**src/rtl/keypad_pkg.sv**
```systemverilog
// keypad_pkg: shared types, strobes and key codes
// for the 4x4 matrix keypad scanner.
package keypad_pkg;

  typedef enum logic [1:0] {
    SCAN,
    DEBOUNCE,
    HELD,
    RELEASE
  } state_e;

  typedef enum logic [1:0] {
    NONE,
    ONE,
    MULTI
  } frame_res_e;

  localparam logic [3:0] COL_IDLE = 4'b1111;
  localparam logic [3:0] COL_0 = 4'b0111;
  localparam logic [3:0] COL_1 = 4'b1011;
  localparam logic [3:0] COL_2 = 4'b1101;
  localparam logic [3:0] COL_3 = 4'b1110;

  localparam logic [3:0] KEY_0 = 4'h0;
  localparam logic [3:0] KEY_1 = 4'h1;
  localparam logic [3:0] KEY_2 = 4'h2;
  localparam logic [3:0] KEY_3 = 4'h3;
  localparam logic [3:0] KEY_4 = 4'h4;
  localparam logic [3:0] KEY_5 = 4'h5;
  localparam logic [3:0] KEY_6 = 4'h6;
  localparam logic [3:0] KEY_7 = 4'h7;
  localparam logic [3:0] KEY_8 = 4'h8;
  localparam logic [3:0] KEY_9 = 4'h9;
  localparam logic [3:0] KEY_STAR = 4'hA;
  localparam logic [3:0] KEY_SPACE = 4'hB;
  localparam logic [3:0] KEY_C = 4'hC;
  localparam logic [3:0] KEY_D = 4'hD;
  localparam logic [3:0] KEY_E = 4'hE;
  localparam logic [3:0] KEY_F = 4'hF;

  function automatic logic [3:0] col_strobe(
    input logic [1:0] col
  );
    logic [3:0] s;
    unique case (col)
      2'd0: s = COL_0;
      2'd1: s = COL_1;
      2'd2: s = COL_2;
      2'd3: s = COL_3;
    endcase
    return s;
  endfunction

  function automatic logic [3:0] key_map(
    input logic [1:0] row,
    input logic [1:0] col
  );
    logic [3:0] k;
    unique case ({row, col})
      4'h0: k = KEY_1;
      4'h1: k = KEY_2;
      4'h2: k = KEY_3;
      4'h3: k = KEY_C;
      4'h4: k = KEY_4;
      4'h5: k = KEY_5;
      4'h6: k = KEY_6;
      4'h7: k = KEY_D;
      4'h8: k = KEY_7;
      4'h9: k = KEY_8;
      4'hA: k = KEY_9;
      4'hB: k = KEY_E;
      4'hC: k = KEY_STAR;
      4'hD: k = KEY_0;
      4'hE: k = KEY_SPACE;
      4'hF: k = KEY_F;
    endcase
    return k;
  endfunction

endpackage

```
**src/rtl/keypad_scan_ctrl_if.sv**
```systemverilog
// keypad_scan_ctrl_if: keypad lines and key event
// outputs between the scanner and its host.
interface keypad_scan_ctrl_if;
  logic       scan_en;
  logic [3:0] linha;
  logic [3:0] coluna;
  logic [3:0] key_code;
  logic       key_valid;
  logic       key_held;
  logic       key_multi;

  modport master (
    output scan_en,
    output linha,
    input  coluna,
    input  key_code,
    input  key_valid,
    input  key_held,
    input  key_multi
  );

  modport slave (
    input  scan_en,
    input  linha,
    output coluna,
    output key_code,
    output key_valid,
    output key_held,
    output key_multi
  );
endinterface

```
**src/rtl/keypad_frame_acc.sv**
```systemverilog
// keypad_frame_acc: holds one row sample per column
// and classifies the completed frame.
module keypad_frame_acc
  import keypad_pkg::*;
(
  input  logic       clk,
  input  logic       rst,
  input  logic       clr,
  input  logic       smp_en,
  input  logic [1:0] col,
  input  logic [3:0] linha,
  output logic       done,
  output frame_res_e res,
  output logic [3:0] code
);

  logic [3:0][3:0] smp;
  logic [1:0]      hits;

  always_ff @(posedge clk) begin
    if (rst || clr) begin
      smp  <= '1;
      done <= 1'b0;
    end else begin
      done <= smp_en && (col == 2'd3);
      if (smp_en) begin
        smp[col] <= linha;
      end
    end
  end

  // hits saturates at 2: anything past one press is MULTI
  always_comb begin
    hits = 2'd0;
    code = KEY_0;
    for (int c = 0; c < 4; c++) begin
      for (int r = 0; r < 4; r++) begin
        if (!smp[c][3-r]) begin
          code = key_map(2'(r), 2'(c));
          if (hits != 2'd2) begin
            hits = hits + 2'd1;
          end
        end
      end
    end
  end

  always_comb begin
    unique case (hits)
      2'd0:    res = NONE;
      2'd1:    res = ONE;
      default: res = MULTI;
    endcase
  end

endmodule

```
**src/rtl/keypad_scan_ctrl.sv**
```systemverilog
// keypad_scan_ctrl: column scanner with frame-level
// press/release debounce for a 4x4 keypad.
module keypad_scan_ctrl
  import keypad_pkg::*;
#(
  parameter int SETTLE_CYCLES  = 16,
  parameter int DEBOUNCE_SCANS = 4
) (
  input  logic clk,
  input  logic rst,
  keypad_scan_ctrl_if.slave kif
);

  localparam logic [15:0] DWELL_LAST =
    16'(SETTLE_CYCLES - 1);
  localparam logic [3:0] DB_N =
    4'(DEBOUNCE_SCANS);

  logic        run;
  logic [15:0] dwell;
  logic [1:0]  col;
  state_e      state;
  logic [3:0]  cnt;
  logic [3:0]  cnt_nx;
  logic [3:0]  cand;
  logic [3:0]  code_q;
  logic        valid_q;
  logic        held_q;
  logic        multi_q;

  logic        smp_en;
  logic        done;
  frame_res_e  res;
  logic [3:0]  code;

  assign smp_en = run && (dwell == DWELL_LAST);
  assign cnt_nx = cnt + 4'd1;

  keypad_frame_acc u_acc (
    .clk    (clk),
    .rst    (rst),
    .clr    (!kif.scan_en),
    .smp_en (smp_en),
    .col    (col),
    .linha  (kif.linha),
    .done   (done),
    .res    (res),
    .code   (code)
  );

  // run lags scan_en by one cycle so col 0 starts
  // on the cycle after enable, with dwell at 0
  always_ff @(posedge clk) begin
    if (rst) begin
      run     <= 1'b0;
      dwell   <= '0;
      col     <= '0;
      state   <= SCAN;
      cnt     <= '0;
      cand    <= '0;
      code_q  <= KEY_0;
      valid_q <= 1'b0;
      held_q  <= 1'b0;
      multi_q <= 1'b0;
    end else begin
      valid_q <= 1'b0;
      multi_q <= 1'b0;
      if (!kif.scan_en) begin
        run    <= 1'b0;
        dwell  <= '0;
        col    <= '0;
        state  <= SCAN;
        cnt    <= '0;
        held_q <= 1'b0;
      end else begin
        run <= 1'b1;
        if (run) begin
          if (dwell == DWELL_LAST) begin
            dwell <= '0;
            col   <= col + 2'd1;
          end else begin
            dwell <= dwell + 16'd1;
          end
        end
        if (done) begin
          unique case (state)
            SCAN: begin
              if (res == ONE) begin
                cand <= code;
                if (DB_N == 4'd1) begin
                  code_q  <= code;
                  valid_q <= 1'b1;
                  held_q  <= 1'b1;
                  state   <= HELD;
                end else begin
                  cnt   <= 4'd1;
                  state <= DEBOUNCE;
                end
              end else if (res == MULTI) begin
                multi_q <= 1'b1;
              end
            end
            DEBOUNCE: begin
              if (res == ONE && code == cand) begin
                if (cnt_nx == DB_N) begin
                  code_q  <= cand;
                  valid_q <= 1'b1;
                  held_q  <= 1'b1;
                  cnt     <= '0;
                  state   <= HELD;
                end else begin
                  cnt <= cnt_nx;
                end
              end else begin
                cnt     <= '0;
                state   <= SCAN;
                multi_q <= (res == MULTI);
              end
            end
            HELD: begin
              if (res == NONE) begin
                if (DB_N == 4'd1) begin
                  held_q <= 1'b0;
                  state  <= SCAN;
                end else begin
                  cnt   <= 4'd1;
                  state <= RELEASE;
                end
              end
            end
            RELEASE: begin
              if (res == NONE) begin
                if (cnt_nx == DB_N) begin
                  held_q <= 1'b0;
                  cnt    <= '0;
                  state  <= SCAN;
                end else begin
                  cnt <= cnt_nx;
                end
              end else begin
                cnt   <= '0;
                state <= HELD;
              end
            end
            default: state <= SCAN;
          endcase
        end
      end
    end
  end

  assign kif.coluna    = run ? col_strobe(col)
                             : COL_IDLE;
  assign kif.key_code  = code_q;
  assign kif.key_valid = valid_q;
  assign kif.key_held  = held_q;
  assign kif.key_multi = multi_q;

endmodule
```
**src/flat_wrapper.sv**
```systemverilog
// flat-port wrapper written by rule: the top's interface ports become plain ports
module keypad_scan_ctrl_flat import keypad_pkg::*;
#(
  parameter int SETTLE_CYCLES  = 16,
  parameter int DEBOUNCE_SCANS = 4
)
  (clk, rst, kif_scan_en, kif_linha, kif_coluna, kif_key_code, kif_key_valid, kif_key_held, kif_key_multi);
  keypad_scan_ctrl_if kif_i ();
  input  logic clk;
  input  logic rst;
  input wire logic [$bits(kif_i.scan_en)-1:0] kif_scan_en;
  input wire logic [$bits(kif_i.linha)-1:0] kif_linha;
  output wire logic [$bits(kif_i.coluna)-1:0] kif_coluna;
  output wire logic [$bits(kif_i.key_code)-1:0] kif_key_code;
  output wire logic [$bits(kif_i.key_valid)-1:0] kif_key_valid;
  output wire logic [$bits(kif_i.key_held)-1:0] kif_key_held;
  output wire logic [$bits(kif_i.key_multi)-1:0] kif_key_multi;
  assign kif_i.scan_en = kif_scan_en;
  assign kif_i.linha = kif_linha;
  assign kif_coluna = kif_i.coluna;
  assign kif_key_code = kif_i.key_code;
  assign kif_key_valid = kif_i.key_valid;
  assign kif_key_held = kif_i.key_held;
  assign kif_key_multi = kif_i.key_multi;
  keypad_scan_ctrl #(.SETTLE_CYCLES(SETTLE_CYCLES), .DEBOUNCE_SCANS(DEBOUNCE_SCANS)) u_core (.clk(clk), .rst(rst), .kif(kif_i));
endmodule
```
**config.mk**
```make
export PLATFORM = sky130hd
export DESIGN_NAME = keypad_scan_ctrl_flat
export DESIGN_NICKNAME = d
export VERILOG_FILES = /design/src/rtl/keypad_pkg.sv /design/src/rtl/keypad_scan_ctrl_if.sv /design/src/rtl/keypad_frame_acc.sv /design/src/rtl/keypad_scan_ctrl.sv /design/src/flat_wrapper.sv
export SDC_FILE = /design/constraint.sdc
export NUM_CORES = 1
export LEC_CHECK = 0
export CORE_ASPECT_RATIO = 1.75
export CORE_MARGIN = 2
export CORE_UTILIZATION = 25
export CTS_CLUSTER_SIZE = 14
export DETAILED_ROUTE_END_ITERATION = 7
export GPL_ROUTABILITY_DRIVEN = 0
export HOLD_SLACK_MARGIN = 0.12
export PLACE_DENSITY = 0.42
export SYNTH_ARGS = -nofsm -noshare
export SYNTH_HDL_FRONTEND = slang
export SYNTH_SLANG_ARGS = --single-unit
```
**constraint.sdc**
```tcl
create_clock -name clk -period 10.3 [get_ports clk]
set_input_delay 3.09 -clock clk [delete_from_list [all_inputs] [get_ports clk]]
set_output_delay 3.09 -clock clk [all_outputs]
set_load 0.05 [all_outputs]
```
Yosys cells after proc, flatten, opt, wreduce, memory -nomap -nowiden --
Cells that the tools add are included.
Storage, ports and cells: memories kept 0, logic and storage cells 172, memory bits (read-only) 0, register bits 53, latch bits 0, RAM bits 0, bits of input ports 7, output and inout port bits 11
Operators by class: $add $sub $neg 18, multiply operators 0, divide/modulo/power cells 0, $lt $le $gt $ge 2, shifts and indexed selects 0, reductions and logical operators 20, bitwise logic cells 4, multiplexer cells 78, equal/unequal tests 35
Operator list (number):
- $mux W4 | 22
- $mux W2 | 36
- $add A2 B1 Y2 const B | 16
- $pmux W4 S4 | 2
- $ne A2 B2 Y1 const B | 15
- $add A16 B1 Y16 const B | 1
- $bwmux W16 | 1
- $eq A16 B4 Y1 const B | 1
- $mux W16 | 1
- $ne A2 B1 Y1 const B | 6
- $mux W1 | 11
- $eq A2 B2 Y1 const B | 5
- $reduce_and A5 Y1 | 2
- $demux W4 S2 | 1
- $eq A2 B1 Y1 const B | 4
- $logic_not A2 Y1 | 4
- $pmux W2 S4 | 1
- $reduce_and A6 Y1 | 1
- $reduce_or A5 Y1 | 1
- $add A4 B1 Y4 const B | 1
- $eq A4 B3 Y1 const B | 1
- $eq A4 B4 Y1 | 1
- $logic_and A1 B1 Y1 | 4
- $not A1 Y1 | 4
- other kinds (14) | 15

Depth between registers and ports, before layout --
Gate-level depths: netlist of the first run.
depth in word-level cells 52, gate-level depth with buffers 29, depth with buffers taken out 28

Hierarchy --
A second synthesis of the first run with hierarchy kept.
Unflattened totals: cell total of the unflattened synthesis 553, area, all modules 4325.4 um^2
Modules (own cells, without submodules):
- keypad_frame_acc | cells an instance 344, area each 2508.7 um^2, instances 1, seq. area each 340.3 um^2
- keypad_scan_ctrl | cells an instance 209, area each 1816.7 um^2, instances 1, seq. area each 720.7 um^2

Worst setup path before layout of the first run --
No wires, ideal clock.
kind flip-flop to flip-flop, from reg u_core.u_acc.smp[2] (netlist name), to reg u_core.cnt[3], stages on the path, launching flop included 29, library setup time 0.122 ns, arrival time 6.223 ns, period minus slack after synthesis 6.345 ns, path slack 3.955 ns, data required time 10.178 ns, buffers on the path 0, cell sequence dfxtp_1 -> inv_1 -> ha_1 -> mux2_2 -> a21oi_2 -> o311ai_2 -> a211oi_1 -> a2111oi_2 -> or3_1 -> o21ai_1 -> nand3_1 -> a21oi_1 -> mux2i_2 -> and2_1 -> o221ai_1 -> or2_1 -> nor3_1 -> a31oi_1 -> ha_1 -> nand2b_1 -> nand3_1 -> inv_2 -> ha_1 -> nor2b_1 -> o211a_1 -> inv_1 -> o21ai_0 -> and3_1 -> a221o_1
On the way: longest elaborated chain between the ends 49, elaborated cells on any way between the ends 85, classes of those cells add/sub (14); eq/ne (19); mux (48); reduce/logical (4)
Ends and longest elaborated chain:
- start, declared | line keypad_frame_acc.sv:17 | logic [3:0][3:0] smp;
- start signal, assigned by index | line keypad_frame_acc.sv:27 | smp[col] <= linha;
- $mux W2 | line keypad_frame_acc.sv:38 | if (!smp[c][3-r]) begin
- $add A2 B1 Y2 or $ne A2 B2 Y1 (tied branches) | line keypad_frame_acc.sv:41, keypad_frame_acc.sv:40
- $mux W2 | line keypad_frame_acc.sv:40 | if (hits != 2'd2) begin
- $mux W2 | line keypad_frame_acc.sv:38
- $add A2 B1 Y2 or $ne A2 B2 Y1 (tied branches) | line keypad_frame_acc.sv:41, keypad_frame_acc.sv:40
- $mux W2 | line keypad_frame_acc.sv:40
- $mux W2 | line keypad_frame_acc.sv:38
- $add A2 B1 Y2 or $ne A2 B2 Y1 (tied branches) | line keypad_frame_acc.sv:41, keypad_frame_acc.sv:40
- [33 not listed]
- $mux W2 | line keypad_frame_acc.sv:40
- $mux W2 | line keypad_frame_acc.sv:38
- $eq A2 B1 Y1 or $logic_not A2 Y1 (tied branches) | line keypad_frame_acc.sv:49 | unique case (hits)
- $pmux W2 S2 | line keypad_frame_acc.sv:49
- $eq A2 B1 Y1 | line keypad_scan_ctrl.sv:88, keypad_scan_ctrl.sv:104
- $logic_and A1 B1 Y1 | line keypad_scan_ctrl.sv:104 | if (res == ONE && code == cand) begin
- $mux W4 | line keypad_scan_ctrl.sv:104
- $pmux W4 S4 | line keypad_scan_ctrl.sv:86 | unique case (state)
- end signal, assigned | line keypad_scan_ctrl.sv:112 | cnt <= cnt_nx;
- end signal, assigned | line keypad_scan_ctrl.sv:138 | cnt <= cnt_nx;
- end, declared | line keypad_scan_ctrl.sv:23 | logic [3:0] cnt;
Several ways; a longest one is shown, not always the timed one. A chain may end at the register's enable or synchronous reset.

Worst setup path in the final report of the first run --
Same ends and word-level chain as after synthesis.

==> run_results.csv, run 1 <==
group,metric,value,unit
clocking,clock_latency,300,ps
job,cap_violations,0,
worst_setup_path,cpPeakStageDelay,460,ps
grt,grt.total_usage,0.131,
sta,fmax,0.136,GHz
sta,period_minus_slack,7340,ps
power_and_ir_drop,power,388,uW
clocking,h-tree-depth,2,
floorplan,fp.dieW,104,um
floorplan,ios,18,
detailed_routing,vias,4094,
floorplan,die-area,18600,um^2
worst_setup_path,cp_common_cell,"ha_1",
place,dp.cells,772,
finish,diodes,0,
worst_setup_path,crit_fanout,8,
floorplan,core_area,17300,um^2
place,placed_cell_area,4740,um^2
worst_setup_path,worstSetupStartpointType,"register",
yosys,synth_edf_count,0,
detailed_routing,post-route-drc-count,0,
clocking,cts_resized,0,
grt,grt_pass1_vias,4033,
finish,finalNonFillerCells,780,
place,port_buffers,17,
sta,rsz0062_at_grt,"false",
yosys,seq_area_frac_synth,0.242,
sta,worstMarginPinSlew,843,ps
yosys,synth_cells,546,
floorplan,die_height,179,um
detailed_routing,initialDrtViolationCount,110,
worst_hold_path,hp-class,"register to register",
finish,area_growth,11.8,%
power_and_ir_drop,power.density,79.2,nW/um^2
detailed_routing,drt_wl_total,12.1,mm
sta,slew_headroom,0.424,
finish,layout-drive-gt1-share,0.0874,
clocking,cts.sinks,53,
sta,fin_hold_ws,502,ps
sta,hold_violations,0,
yosys,synth_fp_nets,567,
yosys,ys_types,92,
finish,final_cell_mix,"68 x nand2_1, 53 x dfxtp_1, 52 x nor2_1, 19 x mux2i_1, 19 x nand3_1",
sta,min_period_over_period,0.713,
detailed_routing,viasPerCell,5.25,
yosys,synth_flop_cell,"dfxtp_1",
clocking,cts_setup_buffers,0,
grt,grt-ovfl-total,0,
clocking,clock-root-buffer,"clkbuf_16",
clocking,path_clk_slew,80,ps
worst_setup_path,crit_required,10480,ps
sta,layout_setup_ws,2960,ps
place,pre_cts_slack,3000,ps
grt,grt_pass1_wl,19.7,mm
finish,layout_commonest_cell,"nand2_1",
grt,antenna_found_initial,0,
grt,grt.busiest_layer,"met2",
finish,fin_area,4890,um^2
power_and_ir_drop,power.leakage,1.83,nW
detailed_routing,firstDrtPassIters,4,
status,run_status,"finished clean",
finish,fin_util,0.283,
yosys,ys_ff_latch,53,
detailed_routing,drtAntennaViolNets,0,
yosys,synth_area,4380,um^2
sta,clock_skew,9.26,ps
worst_setup_path,cp.arrival,7520,ps
clocking,cts_buffers,5,
worst_setup_path,endpoint_kind,"register",
clocking,cts_tree,"yes",
power_and_ir_drop,vdd_drop_max,0.0000709,V
floorplan,initial_core_util,0.253,
sta,finalSetupViolCount,0,
grt,use_met1,0.132,
sta,tns,0,ps
detailed_routing,wl_per_cell,15.5,um
sta,maxSlewViolCount,0,
finish,num-nets-final,569,
clocking,cts_max_path_buffers,2,
worst_setup_path,crit_slowest_cell,"mux2i_2",
clocking,hold_buffers,0,
yosys,async_flop_share,0,
grt,met3_usage,0.00981,
yosys,yosys_warnings,0,
worst_setup_path,crit_type,"register to register",
place,dp_hpwl,9.73,mm
grt,met2_usage,0.268,
grt,grt_max_degree,24,
yosys,avgSynthCellArea,8.01,um^2
floorplan,rows,64,
[area by class of cell]
| class | instances | area, um^2 |
|---|---|---|
| Multi-Input combinational cell | 454 | 3160 |
| Inverter | 17 | 63.8 |
| Fill cell | 1919 | 12400 |
| Timing Repair Buffer | 17 | 170 |
| Clock inverter | 3 | 25.0 |
| Tap cell | 231 | 289 |
| Clock buffer | 5 | 125 |
| Sequential cell | 53 | 1060 |
[sequential cells by signal (all words and copies together) (netlist names)]
signal,count
u_core.cand,4
u_core.cnt,4
u_core.col,2
u_core.dwell,16
u_core.kif.key_code,4
u_core.kif.key_held,1
u_core.kif.key_multi,1
u_core.kif.key_valid,1
u_core.run,1
u_core.state,2
u_core.u_acc.done,1
u_core.u_acc.smp,16
[worst max-delay path: cells and delay by family, from the launching register on]
kind / cells / cell delay [ps]
and+or+nand+nor: 9 / 1880
buffers and inverters: 3 / 310
AOI/OAI and AO/OA: 11 / 2770
muxes: 2 / 770
adders and majority gates: 3 / 1060
DFF: 1 / 400
[path summary, 6_finish.rpt]
| check | from | endpoint | slack (ps) | cells after the start |
|---|---|---|---|---|
| hold / removal | u_core.kif.key_code[3] | u_core.kif.key_code[3] | 500 | 2 |
| hold reg to reg | u_core.kif.key_code[3] | u_core.kif.key_code[3] | 500 | 2 |
| setup reg to reg | u_core.u_acc.smp[2] | u_core.cnt[3] | 2960 | 28 |
| setup / recovery | u_core.u_acc.smp[2] | u_core.cnt[3] | 2960 | 28 |
[kinds of logic after synthesis]
family	count (synthesis)	share of synthesized area
adders and majority gates	14	0.0400
muxes	22	0.0518
AOI/OAI and AO/OA	153	0.292
DFF	53	0.242
and+or+nand+nor	241	0.289
xor gates and xnor gates	24	0.0498
buffers and inverters	39	0.0357
[power by group]
part           total (mW)  internal [mW]  switching [mW]
logic              0.0103        0.00356         0.00670
clock network       0.171         0.0915          0.0799
registers           0.206          0.205        0.000841
total               0.388          0.300          0.0874
[metal layers]
metal  part of all wire  vias up
met1               0.39     1942
li1                   -     2048
met2               0.56       79
met3              0.016       25
met5                  0        -
met4              0.034        0
[cells in the mapped netlist, types with 7 or more instances]
cell	count	area [um^2]
o211ai_1	13	97.6
clkbuf_1	16	60.1
nor2_1	52	195
nor2b_1	15	93.8
nand3_1	19	95.1
nand2b_1	12	75.1
dfxtp_1	53	1060
ha_1	14	175
a21oi_1	14	70.1
xnor2_1	14	123
xor2_1	9	78.8
o21ai_0	15	75.1
nor3_1	14	70.1
and3_1	8	50.1
nand2_1	68	255
and2_1	7	43.8
a211oi_1	10	75.1
nand4_1	7	43.8
a31oi_1	10	62.6
mux2i_1	19	190
inv_1	16	60.1
(Power assumes the default switching activity.)
==> run 2: changes to the inputs <==
--- a/config.mk
+++ b/config.mk
@@ -12,7 +12,7 @@
 export DETAILED_ROUTE_END_ITERATION = 7
 export GPL_ROUTABILITY_DRIVEN = 0
 export HOLD_SLACK_MARGIN = 0.12
-export PLACE_DENSITY = 0.42
+export PLACE_DENSITY = 0.43
 export SYNTH_ARGS = -nofsm -noshare
 export SYNTH_HDL_FRONTEND = slang
 export SYNTH_SLANG_ARGS = --single-unit
==> constraint.sdc (replaced) <==
create_clock -name clk -period 6.1 [get_ports clk]
set_input_delay 1.83 -clock clk [delete_from_list [all_inputs] [get_ports clk]]
set_output_delay 1.83 -clock clk [all_outputs]
set_load 0.05 [all_outputs]
==> run 2 against run 1 <==
Compared with the run above:
- the flow now finishes with violations (negative setup slack)
- sequential share of layout area fell by 5.4 points
- non-clock buffer count increased by 115
- cell count up 15%
==> run_results.csv, run 2 (synthesized netlist as in run 1, its figures left out) <==
group,metric,value,unit
status,run_status,"finished, violations left",
status,violations,"negative setup slack",
grt,grt_max_degree,24,
sta,finalSetupViolCount,14,
finish,multi_input_area,3850,um^2
worst_hold_path,hold_depth,2,
worst_hold_path,hold_start,"u_core.kif.key_code[2]",
sta,rsz0062_at_grt,"true",
grt,grt_pass1_wl,22.6,mm
worst_setup_path,crit_required,6290,ps
clocking,cts_max_path_buffers,2,
worst_setup_path,reg2reg_from,"u_core.u_acc.smp[3]",
floorplan,ios,18,
sta,clock_skew,8.43,ps
detailed_routing,initialDrtViolationCount,149,
detailed_routing,wl_per_cell,15.7,um
detailed_routing,viasPerCell,5.11,
finish,layout_commonest_cell,"buf_4",
floorplan,core_area,17300,um^2
finish,seq_area,1070,um^2
worst_setup_path,crit_fanout,6,
worst_setup_path,crit_slowest_cell,"a221oi_4",
detailed_routing,drtAntennaViolNets,0,
power_and_ir_drop,power.density,107,nW/um^2
worst_setup_path,reg2reg_depth,31,
worst_hold_path,whs_endpoint,"u_core.kif.key_code[2]",
finish,fillers,1776,
sta,fmax,0.158,GHz
power_and_ir_drop,power,702,uW
clocking,cts_tree,"yes",
grt,grt-ovfl-total,0,
sta,min_period_over_period,1.04,
place,dp_hpwl,10.4,mm
finish,area_growth,49.9,%
floorplan,rows,64,
grt,grt_pass1_vias,4726,
job,cap_violations,0,
finish,top_regs,"u_core.dwell: 16 flops, u_core.u_acc.smp: 16 flops",
finish,diodes,0,
finish,layout-drive-gt1-share,0.372,
worst_setup_path,cp.arrival,6520,ps
clocking,clock_latency,300,ps
clocking,path_clk_slew,80,ps
detailed_routing,post-route-drc-count,0,
sta,worstMarginPinSlew,747,ps
sta,period_minus_slack,6340,ps
sta,hold_violations,0,
worst_setup_path,endpoint_kind,"register",
floorplan,die_height,179,um
clocking,hold_buffers,0,
worst_hold_path,hp-class,"register to register",
floorplan,fp.dieW,104,um
worst_setup_path,r2r-end,"u_core.cnt[3]",
clocking,h-tree-depth,2,
grt,antenna_found_initial,0,
clocking,cts_buffers,5,
place,port_buffers,17,
grt,grt.total_usage,0.148,
worst_setup_path,worstSetupStartpointType,"register",
power_and_ir_drop,vdd_drop_max,0.000159,V
detailed_routing,firstDrtPassIters,4,
finish,fin_util,0.379,
detailed_routing,vias,4570,
detailed_routing,drt_wl_total,14.1,mm
worst_setup_path,crit_family,"compound AO/OA/AOI/OAI gates",
sta,tns,-1560,ps
finish,final_cell_mix,"98 x buf_4, 65 x nand2_1, 51 x dfxtp_1, 47 x nor2_1",
sta,layout_setup_ws,-237,ps
floorplan,initial_core_util,0.253,
worst_setup_path,crit_buf_inv,5,
clocking,cts.sinks,53,
place,pre_cts_slack,-700,ps
sta,slew_headroom,0.501,
worst_setup_path,cpPeakStageDelay,410,ps
clocking,clock-root-buffer,"clkbuf_16",
worst_setup_path,crit_type,"register to register",
sta,fin_hold_ws,503,ps
worst_setup_path,rrSetupSlack,-240,ps
finish,num-nets-final,684,
power_and_ir_drop,power.leakage,2.59,nW
floorplan,die-area,18600,um^2
sta,maxSlewViolCount,0,
-- run 2: worst register-to-register path, delay by kind of cell, from the launching register on --
| family | cells | cell delay, ps |
|---|---|---|
| adders and majority gates | 3 | 720 |
| AOI/OAI and AO/OA | 14 | 2980 |
| buffers and inverters | 5 | 560 |
| and+or+nand+nor | 7 | 1000 |
| muxes | 2 | 600 |
| DFF | 1 | 370 |
-- run 2: area by class of cell --
class / instances / area share
multi-input cells: 454 / 0.587
repair buffers: 132 / 0.170
flip-flops and latches: 53 / 0.163
well taps: 231 / 0.0441
clock buffers: 5 / 0.0191
inverters: 17 / 0.0101
clock inverters: 3 / 0.00725
-- run 2: worst max-delay path by stage --
stage	startpoint	slack, ps	to	cells past startpoint
CTS	u_core.u_acc.smp[3]	-50	u_core.cnt[2]	27
global route	u_core.u_acc.smp[2]	-550	u_core.cnt[3]	32
finish	u_core.u_acc.smp[3]	-240	u_core.cnt[3]	31
floorplan	u_core.u_acc.smp[2]	20	u_core.cnt[2]	28
global placement	u_core.u_acc.smp[2]	-630	u_core.cnt[3]	29
detailed placement	u_core.u_acc.smp[2]	-700	u_core.cnt[3]	30
-- run 2: per-stage QoR --
step	instances	instance area, um^2
2_1_floorplan	546	4440
3_3_place_gp	852	5410
3_5_place_dp	852	5410
4_1_cts	882	6130
5_1_grt	895	6560
6_report	895	6560
-- run 2: timing repair --
action,CTS,global route
setup endpoints to repair,17,17
pin swaps,40,38
gates resized for setup,76,62
buffers inserted,22,15
-- run 2: routing by layer --
metal | GRT usage | part of all wire
met5 | 0 | 0
met3 | 0.0142 | 0.011
met1 | 0.149 | 0.39
met2 | 0.306 | 0.57
met4 | 0.0602 | 0.031
-- run 2: where the power goes --
part / total [mW] / leakage (nW) / switching, mW / internal, mW
combinational: 0.0189 / 2.08 / 0.0121 / 0.00682
sequential: 0.347 / 0.427 / 0.00145 / 0.346
clock: 0.336 / 0.0848 / 0.139 / 0.197
total: 0.702 / 2.59 / 0.152 / 0.550
==> RTL edit: new RTL, flow settings as in run 2 <==
Reset style: asynchronous (`rst`), changed in one clocked block.
--- a/src/rtl/keypad_scan_ctrl.sv
+++ b/src/rtl/keypad_scan_ctrl.sv
@@ -50,7 +50,7 @@
 
   // run lags scan_en by one cycle so col 0 starts
   // on the cycle after enable, with dwell at 0
-  always_ff @(posedge clk) begin
+  always_ff @(posedge clk or posedge rst) begin
     if (rst) begin
       run     <= 1'b0;
       dwell   <= '0;
Formal check against the unedited RTL: differs if rst is asserted again (counterexample within 4 cycles, from zero or initial values and one cycle with rst high); with rst held inactive, the same outputs for 10 cycles.
==> RTL edit against run 2 <==
  * Setup slack improved by 0.35 ns
  * Sequential power rose by 2%
  * Total power rose by 2.3%
  * Die area rose by 2.0%
  * Count of clock-buffer cells in the layout did not move
  * Synthesized area rose by 2.1%
  * Clock power barely moved
  * Critical path depth fell by 3
  * Maximum frequency rose by 5.8%
  * Sequential cell count did not move
  * Wire length rose by 0.93%
  * Highest routed layer unchanged
  * Final area fell by 1.9%
  * Critical endpoint is now u_core.kif.key_code[2]$_DFFE_PP0P_
  * Synthesized cell count fell by 0.92%
==> RTL edit: results (changes against run 2) <==
Status
  • Status: finished clean (was finished, violations left)

Cells and area
  • Area share of buffers outside the clock network: 0.1693 (was 0.1700)
  • Sequential cell area share: 0.1936 (was 0.1625)
  • Non-Filler Instances: 885 (was 895)
  • Clock network area share: 0.02721 (was 0.02633)
  • # nets final: 673 (was 684)
  • Fraction of area in multi-input gates: 0.5518 (was 0.5870)

GRT
  • GRT Resource Usage Total: 0.1498 (was 0.1482)
  • GRT met2 Usage: 0.2935 (was 0.3065)
  • Global-route wire length before repair: 23430 µm (was 22630 µm)
  • Met1 usage: 0.1589 (was 0.1485)

Synthesis
  • Sequential share of the synthesized area: 0.2778 (was 0.2425)
  • Syn Inst Count: 541 (was 546)
  • Post-synthesis compound-gate area fraction: 0.2856 (was 0.2917)
  • Post-Synth Adder-Cell Area: 0.03640 (was 0.04003)
  • Mux share of post-synthesis cell area: 0.04649 (was 0.05176)
  • Ys async rst share: 0.6792 (was 0)
  • Post-synth cell types: 91 (was 92)

Routing
  • Met3 Routed Length: 317 µm (was 155 µm)
  • Met2 WL: 8044 µm (was 7971 µm)
  • Drt first pass iters: 5 (was 4)
  • Initial DRC Count: 132 (was 149)

Timing
  • Worst-margin pin slew: 1.038 ns (was 0.7470 ns)
  • Clk_skew: 0.009421 ns (was 0.008427 ns)

Worst setup path
  • Arrival @ worst endpoint: 6.17 ns (was 6.52 ns)
  • Critical Path Sink: u_core.kif.key_code[2]$_DFFE_PP0P_ (was u_core.cnt[3]$_SDFFE_PP0P_)
  • CP max stage cell: dfxtp_4 (was a221oi_4)
  • CP peak stage delay: 0.38 ns (was 0.41 ns)

Place
  • Cell count after placement: 843 (was 852)
  • Hpwl dp: 10870 µm (was 10440 µm)

Pwr
  • Leakage: 2.677 nW (was 2.590 nW)

Min path
  • Hold EP: u_core.cnt[3]$_DFFE_PP0P_ (was u_core.kif.key_code[2]$_SDFFE_PP0P_)
[RTL edit: changes by cell type in the layout (fill, tap and decap cells not counted), moves of 5 or more]
cell / before / now
dfxtp_1: 51 / 15
xnor2_1: 13 / 8
mux2_4: 1 / 6
dfrtp_1: 0 / 36
nor3_1: 9 / 16
mux2i_1: 17 / 8
[RTL edit: per-stage QoR]
step	instance area, µm²	setup WS [ns]
finish	6437	0.1086
global route	6437	-0.1358
CTS	6050	-0.01276
detailed placement	5438	-0.3320
global placement	5438	-0.2332
floorplan	4497	0.009620
[RTL edit: power by group]
part | internal (W) | leakage [nW] | switching, W
Sequential | 0.000351 | 0.636 | 0.00000283
Clock | 0.000197 | 0.0859 | 0.000137
Combinational | 0.00000854 | 1.96 | 0.0000209
Total | 0.000557 | 2.68 | 0.000161
[RTL edit: cell families after synthesis]
kind of cell,after synthesis
AO/OA/AOI/OAI,156
XOR/XNOR,21
adder cells (fa/ha/maj),13
buffers and inverters,47
flip-flops,53
multiplexers,18
AND/OR/NAND/NOR,233
